## config.mk

```make
export PLATFORM = sky130hd
export DESIGN_NAME = lcd_byte_writer
export DESIGN_NICKNAME = d
export VERILOG_FILES = /design/src/rtl/lcd_byte_writer_pkg.sv /design/src/rtl/lcd_delay_timer.sv /design/src/rtl/lcd_byte_writer.sv
export SDC_FILE = /design/constraint.sdc
export NUM_CORES = 1
export LEC_CHECK = 0
export CAP_MARGIN = 20
export CORE_MARGIN = 10
export CORE_UTILIZATION = 55
export CTS_CLUSTER_DIAMETER = 200
export CTS_CLUSTER_SIZE = 30
export DETAILED_ROUTE_END_ITERATION = 8
export PLACE_DENSITY_LB_ADDON = 0.15
export RECOVER_POWER = 50
export SYNTH_ARGS = -nofsm -noshare
export SYNTH_HDL_FRONTEND = slang
export SYNTH_SLANG_ARGS = --single-unit
```

## constraint.sdc

```tcl
create_clock -name clk -period 4.9 [get_ports clk]
set_input_delay 0.98 -clock clk [delete_from_list [all_inputs] [get_ports clk]]
set_output_delay 0.98 -clock clk [all_outputs]
set_load 0.005 [all_outputs]
```

## src/rtl/lcd_byte_writer_pkg.sv

```systemverilog
// Shared definitions for the 4-bit HD44780 byte writer: default timings, command codes,
// FSM/phase encodings and the post-command wait selector.
package lcd_byte_writer_pkg;

  localparam int TIMER_W = 20;

  localparam int DEF_T_POWERUP = 750000;
  localparam int DEF_T_INIT1   = 205000;
  localparam int DEF_T_INIT2   = 5000;
  localparam int DEF_T_SETUP   = 2;
  localparam int DEF_T_E_HIGH  = 12;
  localparam int DEF_T_NIB_GAP = 50;
  localparam int DEF_T_BYTE    = 2000;
  localparam int DEF_T_CLEAR   = 82000;

  localparam logic [7:0] CMD_CLEAR     = 8'h01;
  localparam logic [7:0] CMD_HOME      = 8'h02;
  localparam logic [7:0] CMD_FUNC_4BIT = 8'h28;
  localparam logic [7:0] CMD_ENTRY     = 8'h06;
  localparam logic [7:0] CMD_DISP_ON   = 8'h0C;

  typedef enum logic [2:0] {
    ST_PWR_WAIT,
    ST_SETUP,
    ST_EHIGH,
    ST_HOLD,
    ST_WAIT,
    ST_GAP,
    ST_IDLE
  } state_e;

  typedef enum logic [2:0] {
    PH_INIT0,
    PH_INIT1,
    PH_INIT2,
    PH_INIT3,
    PH_BYTE_HI,
    PH_BYTE_LO
  } phase_e;

  // Clear and return-home (0x02 and its don't-care twin 0x03) need the long settle time.
  function automatic logic needs_clear_wait(input logic rs, input logic [7:0] data);
    return !rs && (data == CMD_CLEAR || data == CMD_HOME || data == 8'h03);
  endfunction

endpackage

```

## src/rtl/lcd_delay_timer.sv

```systemverilog
// Loadable down-counter: loading N makes zero_o rise after exactly N cycles.
module lcd_delay_timer
  import lcd_byte_writer_pkg::*;
#(
  parameter int RST_LOAD = DEF_T_POWERUP
) (
  input  logic               clk_i,
  input  logic               rst_i,
  input  logic               load_i,
  input  logic [TIMER_W-1:0] load_val_i,
  output logic               zero_o
);

  localparam logic [TIMER_W-1:0] RST_CNT = TIMER_W'(RST_LOAD - 1);

  logic [TIMER_W-1:0] count_q, count_d;

  always_comb begin
    count_d = count_q;
    if (load_i) begin
      count_d = load_val_i - TIMER_W'(1);
    end else if (count_q != '0) begin
      count_d = count_q - TIMER_W'(1);
    end
  end

  always_ff @(posedge clk_i) begin
    if (rst_i) begin
      count_q <= RST_CNT;
    end else begin
      count_q <= count_d;
    end
  end

  assign zero_o = (count_q == '0);

endmodule

```

## src/rtl/lcd_byte_writer.sv

```systemverilog
// HD44780 4-bit writer: power-on init nibbles, then one handshaked byte at a time.
// PWR_WAIT power-up delay | SETUP data/RS settle | EHIGH strobe | HOLD E low, bus held
// WAIT post-nibble/byte delay | GAP rest of inter-nibble gap | IDLE ready for a byte
module lcd_byte_writer
  import lcd_byte_writer_pkg::*;
#(
  parameter int T_POWERUP = DEF_T_POWERUP,
  parameter int T_INIT1   = DEF_T_INIT1,
  parameter int T_INIT2   = DEF_T_INIT2,
  parameter int T_SETUP   = DEF_T_SETUP,
  parameter int T_E_HIGH  = DEF_T_E_HIGH,
  parameter int T_NIB_GAP = DEF_T_NIB_GAP,
  parameter int T_BYTE    = DEF_T_BYTE,
  parameter int T_CLEAR   = DEF_T_CLEAR
) (
  input  logic        clk,
  input  logic        rst,
  input  logic        wr_valid,
  input  logic        wr_rs,
  input  logic [7:0]  wr_data,
  output logic        wr_ready,
  output logic        init_done,
  output logic [11:8] SF_D,
  output logic        LCD_E,
  output logic        LCD_RS,
  output logic        LCD_RW
);

  localparam int T_MAX = 2 ** TIMER_W - 1;

  if (T_POWERUP < 1 || T_INIT1 < 1 || T_INIT2 < 1 || T_SETUP < 1 || T_E_HIGH < 1 ||
      T_NIB_GAP < 1 || T_BYTE < 1 || T_CLEAR < 1) begin : g_bad_zero
    $error("lcd_byte_writer: timing parameters must all be >= 1");
  end
  if (T_POWERUP > T_MAX || T_INIT1 > T_MAX || T_INIT2 > T_MAX || T_E_HIGH > T_MAX ||
      T_NIB_GAP > T_MAX || T_BYTE > T_MAX || T_CLEAR > T_MAX) begin : g_bad_width
    $error("lcd_byte_writer: timing parameter exceeds the timer width");
  end
  if (T_NIB_GAP < T_SETUP + 2) begin : g_bad_gap
    $error("lcd_byte_writer: T_NIB_GAP must cover HOLD plus SETUP plus one cycle");
  end

  localparam logic [TIMER_W-1:0] L_SETUP  = TIMER_W'(T_SETUP);
  localparam logic [TIMER_W-1:0] L_E_HIGH = TIMER_W'(T_E_HIGH);
  localparam logic [TIMER_W-1:0] L_HOLD   = TIMER_W'(1);
  // Nibble gap is the full E-low time between strobes, so HOLD and SETUP come out of it.
  localparam logic [TIMER_W-1:0] L_GAP    = TIMER_W'(T_NIB_GAP - T_SETUP - 1);
  localparam logic [TIMER_W-1:0] L_INIT1  = TIMER_W'(T_INIT1);
  localparam logic [TIMER_W-1:0] L_INIT2  = TIMER_W'(T_INIT2);
  localparam logic [TIMER_W-1:0] L_BYTE   = TIMER_W'(T_BYTE);
  localparam logic [TIMER_W-1:0] L_CLEAR  = TIMER_W'(T_CLEAR);

  state_e             state_q, state_d;
  phase_e             phase_q, phase_d;
  logic [7:0]         data_q;
  logic               rs_byte_q;
  logic               tmr_load;
  logic [TIMER_W-1:0] tmr_val;
  logic               tmr_zero;
  logic [TIMER_W-1:0] wait_len;
  logic               accept;
  logic               e_q, e_d;
  logic               rs_q, rs_d;
  logic               ready_q, ready_d;
  logic               done_q, done_d;
  logic [3:0]         sfd_q, sfd_d;

  lcd_delay_timer #(
    .RST_LOAD(T_POWERUP)
  ) u_timer (
    .clk_i     (clk),
    .rst_i     (rst),
    .load_i    (tmr_load),
    .load_val_i(tmr_val),
    .zero_o    (tmr_zero)
  );

  assign accept = wr_valid && ready_q;

  assign wait_len = (phase_q == PH_INIT0) ? L_INIT1 :
                    (phase_q == PH_INIT1) ? L_INIT2 :
                    (phase_q == PH_BYTE_LO && needs_clear_wait(rs_byte_q, data_q)) ? L_CLEAR :
                    L_BYTE;

  always_ff @(posedge clk) begin
    if (rst) begin
      state_q   <= ST_PWR_WAIT;
      phase_q   <= PH_INIT0;
      data_q    <= '0;
      rs_byte_q <= 1'b0;
      e_q       <= 1'b0;
      rs_q      <= 1'b0;
      ready_q   <= 1'b0;
      done_q    <= 1'b0;
      sfd_q     <= '0;
    end else begin
      state_q <= state_d;
      phase_q <= phase_d;
      e_q     <= e_d;
      rs_q    <= rs_d;
      ready_q <= ready_d;
      done_q  <= done_d;
      sfd_q   <= sfd_d;
      if (accept) begin
        data_q    <= wr_data;
        rs_byte_q <= wr_rs;
      end
    end
  end

  always_comb begin
    state_d  = state_q;
    phase_d  = phase_q;
    tmr_load = 1'b0;
    tmr_val  = L_SETUP;
    unique case (state_q)
      ST_PWR_WAIT: begin
        if (tmr_zero) begin
          state_d  = ST_SETUP;
          phase_d  = PH_INIT0;
          tmr_load = 1'b1;
          tmr_val  = L_SETUP;
        end
      end
      ST_SETUP: begin
        if (tmr_zero) begin
          state_d  = ST_EHIGH;
          tmr_load = 1'b1;
          tmr_val  = L_E_HIGH;
        end
      end
      ST_EHIGH: begin
        if (tmr_zero) begin
          state_d  = ST_HOLD;
          tmr_load = 1'b1;
          tmr_val  = L_HOLD;
        end
      end
      ST_HOLD: begin
        if (tmr_zero) begin
          tmr_load = 1'b1;
          if (phase_q == PH_BYTE_HI) begin
            state_d = ST_GAP;
            tmr_val = L_GAP;
          end else begin
            state_d = ST_WAIT;
            tmr_val = wait_len;
          end
        end
      end
      ST_GAP: begin
        if (tmr_zero) begin
          state_d  = ST_SETUP;
          phase_d  = PH_BYTE_LO;
          tmr_load = 1'b1;
          tmr_val  = L_SETUP;
        end
      end
      ST_WAIT: begin
        if (tmr_zero) begin
          if (phase_q == PH_INIT3 || phase_q == PH_BYTE_LO) begin
            state_d = ST_IDLE;
          end else begin
            state_d  = ST_SETUP;
            tmr_load = 1'b1;
            tmr_val  = L_SETUP;
            unique case (phase_q)
              PH_INIT0: phase_d = PH_INIT1;
              PH_INIT1: phase_d = PH_INIT2;
              default:  phase_d = PH_INIT3;
            endcase
          end
        end
      end
      ST_IDLE: begin
        if (accept) begin
          state_d  = ST_SETUP;
          phase_d  = PH_BYTE_HI;
          tmr_load = 1'b1;
          tmr_val  = L_SETUP;
        end
      end
      default: state_d = ST_PWR_WAIT;
    endcase
  end

  // Bus values change only on the edge that enters SETUP; the high nibble comes straight
  // from the accept-cycle inputs since the latch updates on that same edge.
  always_comb begin
    e_d     = (state_d == ST_EHIGH);
    ready_d = (state_d == ST_IDLE);
    done_d  = done_q || (state_d == ST_IDLE);
    sfd_d   = sfd_q;
    rs_d    = rs_q;
    if (state_d == ST_SETUP && state_q != ST_SETUP) begin
      unique case (phase_d)
        PH_INIT3: begin
          sfd_d = 4'h2;
          rs_d  = 1'b0;
        end
        PH_BYTE_HI: begin
          sfd_d = wr_data[7:4];
          rs_d  = wr_rs;
        end
        PH_BYTE_LO: begin
          sfd_d = data_q[3:0];
          rs_d  = rs_byte_q;
        end
        default: begin
          sfd_d = 4'h3;
          rs_d  = 1'b0;
        end
      endcase
    end
  end

  assign SF_D      = sfd_q;
  assign LCD_E     = e_q;
  assign LCD_RS    = rs_q;
  assign LCD_RW    = 1'b0;
  assign wr_ready  = ready_q;
  assign init_done = done_q;

endmodule
```

==> reports/results.txt, run 1 <==
The run finished with clean final reports. The worst setup path is launched from an input pin. The number of enable flip-flop cells after synthesis was 0; the maximum achievable frequency was 0.319 GHz.

Routed via count divided by cell count: 6.33. The multi-input logic area was 1470 um2. Measured on the finished design, the core utilization comes to 62.6%. The number of hold buffers added after CTS was 0. The routed layout has 2293 vias.

TritonCTS built the clock tree. The die covers 7510 um2. The worst pin sits at a relative slew slack of 40.2%.

Clock-pin slew was measured on the worst setup and hold paths at 0.08 ns. For this run, the slowest stage of the critical path takes 0.56 ns. For the post-synthesis sequential area ratio, the log shows 35.2%.

In this run, synthesis produced a sequential element count of 43. The clock period minus worst slack is 3.14 ns, and the number of distinct library cell variants in the gate-level netlist after synthesis is 56. For the violation count after the first detailed-route iteration, the log shows 226. The setup total negative slack is 0 ns, and the synthesized area per cell is 8.15 um2.

Traced cell by cell, the critical path runs through dlygate4sd3_1, and3_1, a221oi_1, o21ai_0, or3_1, a32o_1. The post-route netlist has 5.16% of its cells at a drive strength greater than 1. Setup violations remaining at the end of the flow were counted as 0. Required arrival time at the worst endpoint: 5.09 ns. Among all stages on the critical path, the largest delay is contributed by dlygate4sd3_1. The kind of cell with the highest combined delay along the critical path is compound AO/OA/AOI/OAI gates. The largest driver fanout on the critical path was 5; the overall power was 0.601 mW. The tools report the peak supply drop as 0.000142 V. The run gives 314 as the total nets after synthesis. Summed over all nets, the switching power comes to 0.138 mW.

The worst path uses 64.0% of the clock period. The cell type with the highest aggregate area in the netlist is dfxtp_1. The final-report max-slew violation count was 0.

Post-CTS repair changed the size of 0 cells. After synthesis, the cell types taking the most area are dfxtp_1, nand2_1, a21oi_1. The finished cells cover 2710 um2. The internal portion of the total power is 0.464 mW. The die extent in y is 86.7 um. Of all flip-flops after synthesis, the portion carrying an async set or reset was 0%. Wire length per cell: 16.8 um. The count of endpoints failing hold in the final timing report is 0. The final antenna diode count is 0. At the later pin of the worst-skew pair, clock insertion delay measures 0.30 ns. The initial antenna violation count was 0; the clock tree skew after final layout was 0.0120 ns. After detailed routing, the total wire length is 6.10 mm. The number of buffers inserted by port buffering came out at 19.

The post-detailed-route DRC marker count was 0. Growth of design area from synthesis to finish: 10.9%. Once detail routing completed, the nets flagged for antenna violations numbered 0. At the end of the flow, the number of nets in the layout was 323. The first-pass GRT wire length is 10.3 mm, and the number of top-level pins is 21.

At the pin with the least slew margin, the transition time is 0.897 ns. The power density of the placed cells works out to 222 nW/um2. After detailed placement, the total cell area comes to 2630 um2. The effective utilization at floorplan was 56.5%; the number of global-route vias before repair was 2209. The post-synthesis cell count is 300, and the number of standard-cell rows in the floorplan is 24.

The run gives 4.39 mm as the detailed placement HPWL. Per report_power, the combinational group accounts for 4.1% of the total. The worst setup path is of the input pin to register kind.

At the end of routability-driven placement, the weighted congestion stood at 0.867. In this run the clock root is driven by a clkbuf_8. Clock tree synthesis inserted a total of 5 buffers.

The area share of the largest cell type after synthesis works out to 35.2%. Summing all flip-flop and latch instances after layout gives 861 um2. At the worst endpoint, the arrival time is 3.33 ns. The logs give 0 for the final global-route overflow total and 37.0% for the share of power burned in the clock network. Per report_power, the sequential group accounts for 58.9% of the total.

The run gives 16.6% as the overall track demand over capacity in global routing. The maximum number of pins on one net before global-route repair is 28. Of the total power, the share spent switching nets is 22.9%. The top flip-flop cell by instance count after synthesis is dfxtp_1. In this run the deepest clock path goes through 2 buffers. During synthesis, Yosys emitted a total of 0 warnings. Clock tree synthesis found a total of 43 sinks. For the floorplan core area, the log shows 4320 um2. The number of post-CTS setup repair buffers is 0.

The analysis attributes to cell leakage a power of 0.938 nW. For this run, the detailed router's first-pass iteration total came to 5. After filler insertion, the fill cell instance count of the layout stands at 396. The die is 86.7 um wide. In this run the cell area of the synthesized design comes to 2440 um2. The critical path buffer and inverter count is 1, and the number of H-tree levels is 2. The tools report the number of max-cap violations as 0. The min-delay analysis places its worst path in the category register to register. The worst setup path is captured at a register.

Setup repair after global routing left no endpoint under its margin.
## worst reg2reg max path: cells and delay by family, from the launching register on
family,cells,cell delay [ns]
flip-flops,1,0.36
AND/OR/NAND/NOR,4,1.77
AO/OA/AOI/OAI,3,0.59
adder cells (fa/ha/maj),1,0.29
## sequential cells by signal, summed over array words and instances (netlist names)
name and flops:
u_timer.count_q 20, SF_D 4, phase_q 3, init_done 1, data_q 8, rs_byte_q 1
LCD_RS 1, state_q 3, LCD_E 1, wr_ready 1
## layer usage
metal	global-route usage [%]	share of wire (%)
met1	21.4	46
met2	25.6	45
met3	4.03	6.3
met4	7.07	2.4
met5	0	0
## metrics by stage
stage	hold slack, ns	std cells	setup WS [ns]
finish	0.461	362	1.76
global route	0.493	362	1.51
CTS	0.461	362	1.84
detailed placement	0.446	354	1.67
global placement	0.447	354	1.71
floorplan	0.436	300	2.41
## kinds of logic (layout without fill, tap and decap cells)
family | after synthesis | in the layout | synth area share, %
AOI/OAI and AO/OA | 80 | 80 | 22.9
xor gates and xnor gates | 19 | 19 | 6.81
adders and majority gates | 2 | 2 | 1.02
buffers and inverters | 25 | 35 | 4.35
DFF | 43 | 43 | 35.2
muxes | 4 | 4 | 1.64
other | 1 | 1 | 0.153
and+or+nand+nor | 126 | 126 | 27.9
## power by group through the flow
stage | Sequential [mW] | Combinational, mW | Clock [mW]
5_1_grt | 0.354 | 0.0273 | 0.246
4_1_cts | 0.354 | 0.0248 | 0.228
6_report | 0.354 | 0.0247 | 0.223
2_1_floorplan | 0.362 | 0.0125 | 0
3_5_place_dp | 0.362 | 0.0247 | 0
3_3_place_gp | 0.362 | 0.0248 | 0
## cell usage in the layout, fill, tap and decap left out, drive strengths merged, types with 4 or more instances in the layout
cell,instances
clkbuf,6
nand3,12
clkdlybuf4s50,10
o2bb2ai,4
dfxtp,43
o211ai,6
xnor2,12
nor2,18
nand2,36
mux2i,4
nand4,4
a21oi,23
and3,6
nor4,9
nor2b,5
inv,7
o21ai,12
or4,6
dlygate4sd3,9
a211o,4
o221ai,4
a21o,4
xor2,7
a211oi,4
or3,6
nor3,10
## synthesized netlist by cell type (3+ instances only)
master     number
nand3_1        12
nand4_1         4
nor4_1          7
o21ai_0        11
dfxtp_1        43
mux2i_1         4
a211oi_1        4
and3_1          6
xor2_1          7
a31oi_1         3
or3_1           6
o221ai_1        4
o2bb2ai_1       4
a211o_1         4
nand2_1        34
or4_1           6
clkbuf_1       14
nand2b_1        3
xnor2_1        12
o211ai_1        6
nor2b_1         5
nor3_1         10
a21oi_1        23
nor2_1         18
inv_1           7
a21o_1          4
## layout make-up
type | count | area share (%)
multi-input combinational | 232 | 54.4
sequential | 43 | 31.8
timing repair buffer | 20 | 7.30
clock buffer | 6 | 2.68
tap | 52 | 2.40
inverter | 7 | 0.970
clock inverter | 2 | 0.462
## final timing paths
| check | from | slack (ns) | cells after the start | end |
|---|---|---|---|---|
| worst max-delay path | wr_valid | 1.76 | 6 | SF_D[8] |
| worst min-delay path | data_q[4] | 0.46 | 2 | data_q[4] |
| worst max register to register | u_timer.count_q[16] | 1.79 | 8 | u_timer.count_q[12] |
| worst min register to register | data_q[4] | 0.46 | 2 | data_q[4] |
(Power assumes the default switching activity.)
==> inputs of run 2 (changes only) <==
==> constraint.sdc (replaced) <==
create_clock -name clk -period 2.95 [get_ports clk]
set_input_delay 0.59 -clock clk [delete_from_list [all_inputs] [get_ports clk]]
set_output_delay 0.59 -clock clk [all_outputs]
set_load 0.005 [all_outputs]
==> reports/results.txt, run 2 (synthesized netlist as in run 1, its figures left out) <==
The run finished with clean final reports. The area of the die was 7510 um2 (unchanged); the detailed placement HPWL was 4.68 mm (+6.6%). The tree is rooted in a clkbuf_8. The run gives 24 (unchanged) as the number of standard-cell rows in the floorplan.

The setup-violating endpoint count in the final report was 0 (unchanged); the setup total negative slack was 0 ns (unchanged). The die span in x came out at 86.7 um (unchanged). Number of max-cap violations: 0 (unchanged). The final net count was 339 (+5.0%); the number of nets still failing antenna checks after routing was 0 (unchanged). The run gives 2.96 ns (-0.37 ns) as the critical path data arrival time. The wire length per cell came out at 16.8 um (-0.51%).

Relative to the synthesized area, the layout overhead comes to 16.7%. The run gives 0 (unchanged) as the post-cts sizing count. The type of the tightest min-delay check was register to register. The internal power component came out at 0.858 mW (+85%).

The largest stage delay on the critical path was 0.47 ns (-0.09 ns). The worst slew margin relative to its limit came out at 61.7% (+21 points). The clock transition time at the flip-flop clock pins of the worst setup and hold paths came out at 0.09 ns (about the same). Path type of the worst setup path: register to register. The element type at the critical path end was a register. For the number of H-tree levels, the log shows 2 (unchanged). The number of buffers inserted by port buffering works out to 19 (unchanged). The number of post-CTS setup repair buffers came out at 0 (unchanged).

The leading cell type in the layout, fill and taps excluded is dfxtp_1. The run gives 0 (unchanged) as the final-report max-slew violation count. The initial antenna violation count was 0 (unchanged). Final setup slack of the worst path: 0.195 ns (-1.57 ns). The element type at the critical path start was a register.

The violation count after the first detailed-route iteration is 108 (-52%). The routed via count divided by cell count works out to 6.09 (-3.9%). The run gives 0 (unchanged) as the count of endpoints failing hold in the final timing report. The effective utilization at floorplan is 56.5% (unchanged).

For the number of buffers on the longest clock path, the log shows 2 (unchanged). The critical path goes through inv_1, ha_1, nor3b_1, and4_1, nand2_1, o31ai_4, a21oi_1, a211o_1. The logs give 0.000286 V (+100%) for the peak supply drop and 0.363 ns (-1.30 ns) for the worst slack after detailed placement.

Largest driver fanout on the critical path: 9 (+4). Die extent in y: 86.7 um (unchanged). The tools report the number of top-level pins as 21 (unchanged). In the finished design, the share of the clock period the worst path needs comes to 93.4%.

Number of vias after detailed routing: 2301 (+0.35%). The number of flip-flops under the largest register name is 20 (unchanged). The clock network latency to the later pin of the worst-skew pair was 0.31 ns (about the same); the slack of the worst reg-to-reg path was 0.20 ns (-1.59 ns). The library cells used most frequently in the layout, excluding fill and tap cells, are dfxtp_1, nand2_1, a21oi_1. The logs give 3.15 ns (-1.94 ns) for the required arrival time at the worst endpoint and 4320 um2 (unchanged) for the floorplan core area. The actual slew at the worst max-slew pin came out at 0.569 ns (-0.328 ns). The most flop-heavy register was u_timer.count_q. The final non-filler cell total is 378 (+4.4%).

The overall track demand over capacity in global routing came out at 17.4% (+0.78 points). Static leakage power: 1.03 nW (+9.9%). The ratio of cells with drive above 1 in the final layout came out at 9.82% (+4.7 points). The sequential share of power came out at 53.3% (-5.6 points).

For the first-pass GRT wire length, the log shows 10.7 mm (+3.5%). The tools report the combinational group share of total power as 3.9% (-0.2 points). The tools report the post-detailed-route DRC marker count as 0 (unchanged).

The logs give 4 (-1) for the iteration count of the initial detailed-routing pass and 0 (unchanged) for the number of hold buffers added after CTS. The power density of the placed cells is 387 nW/um2 (+74%), and the maximum achievable frequency is 0.363 GHz. The net switching power was 0.245 mW (+78%). Setup repair after global routing left no endpoint under its margin. The final antenna diode count was 0 (unchanged).

The switching portion of total power was 22.2% (-0.70 points). The tools report the maximum number of pins on one net before global-route repair as 19 (-32%). The library cell contributing the largest single delay on the critical path was o31ai_4.

For the TritonCTS buffer count, the log shows 5 (unchanged). TritonCTS built the clock tree. Counting I/O delays and the setup requirement, the final critical path takes 2.75 ns. The logs give 42.8% (+5.8 points) for the share of power burned in the clock network and 370 (+4.5%) for the count of placed standard cells including taps.

The clock sink count was 43 (unchanged). The wire length reported by the detailed router was 6.33 mm (+3.9%). For the clock tree skew after final layout, the log shows 0.00739 ns (-0.00458 ns). The last weighted congestion value of the routability-driven placer came out at 0.937 (+8.1%). Final global-route overflow total: 0 (unchanged). The number of global-route vias before repair was 2216 (+0.32%).
==> run 2: changes by cell type in the layout (fill, tap and decap cells not counted) <==
cell        change
and2_1          +1
buf_4          +15
clkinvlp_4      -1
and2_0          -1
clkinv_4        +1
bufinv_16       +1
==> run 2: path summary, 6_finish.rpt <==
path                           start                  end  depth (start not counted)
setup reg to reg  u_timer.count_q[0]  u_timer.count_q[12]                          8
hold reg to reg            data_q[6]            data_q[6]                          2
setup / recovery  u_timer.count_q[0]  u_timer.count_q[12]                          8
hold / removal             data_q[6]            data_q[6]                          2
==> run 2: area by class of cell <==
type                    instances  area (um2)
well taps                      52        65.1
clock inverters                 3        43.8
multi-input cells             232        1470
flip-flops and latches         43         861
inverters                       7        26.3
clock buffers                   5        68.8
fillers                       393        1470
repair buffers                 36         314
==> run 2: power groups by stage <==
stage	Sequential, mW	Combinational [mW]	Clock, mW
2_1_floorplan	0.601	0.0208	0
3_3_place_gp	0.601	0.0441	0
3_5_place_dp	0.602	0.0435	0
4_1_cts	0.588	0.0438	0.475
5_1_grt	0.589	0.0466	0.500
6_report	0.588	0.0430	0.472
==> run 2: metrics by stage <==
| step | instance area, um2 | utilization [%] | power [mW] | hold WS (ns) |
|---|---|---|---|---|
| floorplan | 2440 | - | 0.621 | 0.436 |
| global placement | 2750 | 63.5 | 0.645 | 0.444 |
| detailed placement | 2750 | 63.5 | 0.645 | 0.450 |
| CTS | 2860 | 66.1 | 1.11 | 0.464 |
| global route | 2850 | 66.0 | 1.14 | 0.488 |
| finish | 2850 | 66.0 | 1.10 | 0.462 |
==> run 2: layer usage <==
metal | track usage [%] | up-vias | share of wire (%)
met5 | 0 | - | 0
met4 | 6.33 | 0 | 2.0
met1 | 21.0 | 1071 | 46
met3 | 5.07 | 12 | 5.7
li1 | - | 1152 | -
met2 | 28.4 | 66 | 46
==> run 2: critical path: cells and delay by family (launching register included) <==
family                     cells  cell delay, ns
DFF                            1            0.36
and+or+nand+nor                3            1.11
AOI/OAI and AO/OA              3            0.90
adders and majority gates      1            0.19
buffers and inverters          1            0.07
